**config.mk**
```make
export PLATFORM = sky130hd
export DESIGN_NAME = seg7_counter_ctrl
export DESIGN_NICKNAME = d
export VERILOG_FILES = /design/src/rtl/seg7_counter_ctrl.sv
export SDC_FILE = /design/constraint.sdc
export NUM_CORES = 1
export LEC_CHECK = 0
export BUFFER_PORTS_ARGS = -buffer_cell sky130_fd_sc_hd__buf_2
export CAP_MARGIN = 20
export CORE_MARGIN = 1
export CORE_UTILIZATION = 40
export DETAILED_ROUTE_END_ITERATION = 10
export GPL_TIMING_DRIVEN = 0
export HOLD_SLACK_MARGIN = 0.15
export PLACE_DENSITY_LB_ADDON = 0.2
export SYNTH_ARGS = -nofsm -noshare
export SYNTH_HDL_FRONTEND = slang
export SYNTH_SLANG_ARGS = --single-unit
```
**constraint.sdc**
```tcl
create_clock -name clk -period 4.45 [get_ports clk]
set_clock_uncertainty 0.2 [all_clocks]
set_input_delay 0.445 -clock clk [delete_from_list [all_inputs] [get_ports clk]]
set_output_delay 0.445 -clock clk [all_outputs]
set_load 0.02 [all_outputs]
```
**src/rtl/seg7_counter_ctrl.sv**
```systemverilog
// Push-button up/down digit counter with synchronised, debounced buttons,
// decimal/hex wrap and a 7-segment encoder with a blinking decimal point.
module seg7_counter_ctrl #(
    parameter int unsigned DEBOUNCE_CYCLES = 16,
    parameter int unsigned BLINK_CYCLES    = 8
) (
    input  logic       clk,
    input  logic       rst_n,
    input  logic       ena,
    input  logic       btn_up,
    input  logic       btn_down,
    input  logic       btn_clr,
    input  logic       hex_mode,
    output logic [7:0] segments,
    output logic [3:0] digit,
    output logic [2:0] press
);

    localparam int unsigned NB    = 3;
    localparam int unsigned CNT_W = $clog2(DEBOUNCE_CYCLES);
    localparam int unsigned BLK_W = $clog2(BLINK_CYCLES);
    localparam logic [CNT_W-1:0] CNT_MAX = CNT_W'(DEBOUNCE_CYCLES - 1);
    localparam logic [BLK_W-1:0] BLK_MAX = BLK_W'(BLINK_CYCLES - 1);

    logic [NB-1:0]             w_btn;
    logic [NB-1:0]             r_sync1;
    logic [NB-1:0]             r_sync2;
    logic [NB-1:0]             r_lvl;
    logic [NB-1:0]             r_lvl_d;
    logic [NB-1:0][CNT_W-1:0]  r_cnt;
    logic [NB-1:0]             r_press;
    logic [3:0]                r_digit;
    logic [3:0]                w_digit_nxt;
    logic [3:0]                w_max;
    logic [BLK_W-1:0]          r_blink_cnt;
    logic                      r_dp;
    logic [6:0]                w_seg7;

    assign w_btn = {btn_clr, btn_down, btn_up};

    // Two-flop synchroniser for the asynchronous buttons
    always_ff @(posedge clk or negedge rst_n) begin
        if (!rst_n) begin
            r_sync1 <= '0;
            r_sync2 <= '0;
        end else begin
            r_sync1 <= w_btn;
            r_sync2 <= r_sync1;
        end
    end

    // Per-button debouncer: level flips only after DEBOUNCE_CYCLES of disagreement
    always_ff @(posedge clk or negedge rst_n) begin
        if (!rst_n) begin
            r_lvl <= '0;
            r_cnt <= '0;
        end else begin
            for (int i = 0; i < NB; i++) begin
                if (r_sync2[i] == r_lvl[i]) begin
                    r_cnt[i] <= '0;
                end else if (r_cnt[i] == CNT_MAX) begin
                    r_lvl[i] <= ~r_lvl[i];
                    r_cnt[i] <= '0;
                end else begin
                    r_cnt[i] <= r_cnt[i] + CNT_W'(1);
                end
            end
        end
    end

    // Rising-edge detect on debounced levels gives one pulse per press
    always_ff @(posedge clk or negedge rst_n) begin
        if (!rst_n) begin
            r_lvl_d <= '0;
            r_press <= '0;
        end else begin
            r_lvl_d <= r_lvl;
            r_press <= r_lvl & ~r_lvl_d;
        end
    end

    assign w_max = hex_mode ? 4'hF : 4'h9;

    // Clear and out-of-range force win over up/down; simultaneous up+down cancels
    always_comb begin
        w_digit_nxt = r_digit;
        if (ena) begin
            if (r_press[2] || (!hex_mode && (r_digit > 4'd9))) begin
                w_digit_nxt = 4'd0;
            end else if (r_press[0] && !r_press[1]) begin
                w_digit_nxt = (r_digit == w_max) ? 4'd0 : r_digit + 4'd1;
            end else if (r_press[1] && !r_press[0]) begin
                w_digit_nxt = (r_digit == 4'd0) ? w_max : r_digit - 4'd1;
            end
        end
    end

    always_ff @(posedge clk or negedge rst_n) begin
        if (!rst_n) begin
            r_digit <= '0;
        end else begin
            r_digit <= w_digit_nxt;
        end
    end

    // Heartbeat: decimal point toggles each time the blink counter wraps
    always_ff @(posedge clk or negedge rst_n) begin
        if (!rst_n) begin
            r_blink_cnt <= '0;
            r_dp        <= 1'b0;
        end else if (r_blink_cnt == BLK_MAX) begin
            r_blink_cnt <= '0;
            r_dp        <= ~r_dp;
        end else begin
            r_blink_cnt <= r_blink_cnt + BLK_W'(1);
        end
    end

    always_comb begin
        w_seg7 = 7'h00;
        case (r_digit)
            4'h0: w_seg7 = 7'h3F;
            4'h1: w_seg7 = 7'h06;
            4'h2: w_seg7 = 7'h5B;
            4'h3: w_seg7 = 7'h4F;
            4'h4: w_seg7 = 7'h66;
            4'h5: w_seg7 = 7'h6D;
            4'h6: w_seg7 = 7'h7D;
            4'h7: w_seg7 = 7'h07;
            4'h8: w_seg7 = 7'h7F;
            4'h9: w_seg7 = 7'h6F;
            4'hA: w_seg7 = 7'h77;
            4'hB: w_seg7 = 7'h7C;
            4'hC: w_seg7 = 7'h39;
            4'hD: w_seg7 = 7'h5E;
            4'hE: w_seg7 = 7'h79;
            4'hF: w_seg7 = 7'h71;
            default: w_seg7 = 7'h00;
        endcase
    end

    assign segments = ena ? {r_dp, w_seg7} : 8'h00;
    assign digit    = r_digit;
    assign press    = r_press;

endmodule
```
==> run metrics <==
most used flip-flop cell after synthesis dfrtp_1; Avg Cell Area, Syn around 11 um^2; area of the multi-input gates 857.1 um^2; Final Max Tran Viols 0; Final #Nets about 210; post-synth top area cell dfrtp_1; endpoints failing hold 0; H-tree depth 2; vias in the first global route roughly 1300; share of cells above drive strength 1 20.92%; # rows 24; overall routing resource usage 15.98%; gr ovfl total 0; max_cap viols 0; synthesized instance count 163; synth-to-layout area growth 17.13%; Buffers on Ports 21; largest fanout on the critical path 10; Syn Std Cell Area 1812 um^2; post-CTS sizing 0; ranking of synthesized cells by area dfrtp_1 48%, ha_1 8.3%, nor2b_1 3.1%; pwr dens 428.3 nW/um^2; CTS buffer count 5; Synth async-reset ratio 100.0%; core box area roughly 4400 um^2; WL per Instance 14.35 um; RSZ-0062 raised after global routing no; Detailed Routing Iterations Pass 1 4; DP HPWL 2.612 mm; IR drop worst, VDD ~220 uV; # diodes 0; FILL cells 393; fin util 48.74%; antenna viol nets, final 0; first-pass GRT wire length 6.092 mm; Yosys warning count 0; via count 1325; post-synth top area share between 40% and 50%; post-synth net total 182; root buf cell clkbuf_8; status finished clean; Skew-Pair Late Insertion Delay 0.28 ns; Post-synth EDFFs 0; #FFs+latches synth 35; largest net degree at the start of global routing 36; Starting Density 41.61%; worst endpoint data arrival time 2.27 ns; DRC violations left 0; final hold slack 0.1478 ns; Register Area between 800 and 900 um^2; Tcrit/Tclk final ~65%; Final Wtd Congestion approximately 0.9; vias per cell 5.343; CP endpoint kind primary output; fmax between 300 and 400 MHz; clk slew on worst S/H paths 0.06 ns; Die Y 69.30 um; initial drt markers 118; Worst Hold Class reg2reg; CTS tree done; Slew @ Worst Pin about 0.74 ns; min cycle time layout 2.911 ns; antenna violations before repair 0; critical path class reg2out; Worst Path Required 3.81 ns; total I/O pin count 22; Seq/Total Area, Yosys between 40% and 50%; count of distinct cell types in the synthesized netlist 44; Die W 69.30 um; CP Launch Type flip-flop; # setup viols final 0; Die ar. 4802 um^2; Sinks on Clock Net 35; total negative slack 0 ns; slew margin rel. between 50 and 60%; leak pwr 0.9971 nW; Routed WL roughly 3.6 mm; Clock Tree Buf Depth 2
repair_timing:
action                                 CTS  global route
endpoints found under the hold margin   38             0
hold buffers                             4             0
setup endpoints to repair                0             0
setup buffers                            0             0
synth_stat cells (2+ instances only):
cell type / instances
nand4_1: 4
dfrtp_1: 35
nand4b_1: 3
inv_1: 10
a211oi_1: 5
nor2_1: 10
nor3_1: 2
mux2i_1: 2
o31ai_1: 2
a21oi_1: 11
o211ai_1: 5
o21ai_0: 6
ha_1: 12
nor3b_1: 2
nor2b_1: 9
nand3_1: 5
buf_6: 2
o21bai_1: 2
xnor2_1: 6
buf_2: 3
xor2_1: 2
mux2_2: 3
registers in the layout, summed over array words and instances (netlist names):
signal,flops
press,3
r_sync1,3
r_cnt,12
r_lvl_d,3
r_sync2,3
digit,4
r_lvl,3
r_dp,1
r_blink_cnt,3
cells in the final DEF, fill, tap and decap left out, types with 3 or more instances in the layout:
cell           Yosys  layout
a211oi_1           5       5
a21oi_1           11      11
buf_2              3      24
clkbuf_8           0       7
dfrtp_1           35      35
dlygate4sd3_1      0       4
ha_1              12      12
inv_1             10      10
mux2_2             3       3
nand3_1            5       5
nand4_1            4       4
nand4b_1           3       3
nor2_1            10      10
nor2b_1            9       9
o211ai_1           5       5
o21ai_0            6       6
xnor2_1            6       6
final cells by class:
class / instances / area share (%)
multi-input cells: 112 / 40.39
plain buffers: 5 / 1.769
clock buffers: 8 / 4.717
repair buffers: 25 / 6.840
flip-flops and latches: 35 / 41.27
well taps: 52 / 3.066
inverters: 11 / 1.946
worst max-delay path, cell delays in order, from the launching register on:
cell and delay (ns):
dfrtp_1 0.45, buf_2 0.26, inv_1 0.13, ha_1 0.35
inv_1 0.07, mux4_2 0.46, nor2_1 0.10, buf_2 0.17
logic make-up after synthesis:
kind of cell | share of synthesized area, %
AOI/OAI and AO/OA | 15.68
xor gates and xnor gates | 3.868
DFF | 48.34
adders and majority gates | 8.287
muxes | 4.213
and+or+nand+nor | 15.26
buffers and inverters | 4.351
per-stage QoR:
stage	setup WS [ns]	total power [mW]	area (um^2)	std cells
CTS	1.520	0.9156	2122	248
detailed placement	1.832	0.6654	1982	236
floorplan	1.911	0.5856	1812	163
global placement	1.903	0.6576	1982	236
finish	1.539	0.9088	2122	248
global route	1.382	0.9680	2122	248
where the power goes:
group	leakage [nW]	total [mW]	switching, mW	internal, mW
combinational	0.484	0.303	0.182	0.122
sequential	0.461	0.361	0.0240	0.337
clock	0.0515	0.244	0.103	0.141
worst paths after layout:
kind,to,cells past startpoint,slack [ns],startpoint
max in group asynchronous,press[2],2,2.99,rst_n
worst max-delay path,segments[3],7,1.54,digit[0]
worst max register to register,digit[1],7,2.19,digit[0]
worst min-delay path,r_sync2[0],0,0.15,r_sync1[0]
worst min register to register,r_sync2[0],0,0.15,r_sync1[0]
min in group asynchronous,r_blink_cnt[0],2,0.58,rst_n
metal layers:
metal,vias to the layer above,GRT usage (%),wire length (um)
met1,632,19.02,1543
met4,0,6.803,51
li1,653,-,-
met2,34,26.86,1794
met3,6,4.651,170
met5,-,0,0
No activity file was read; power rests on OpenSTA's default activity.
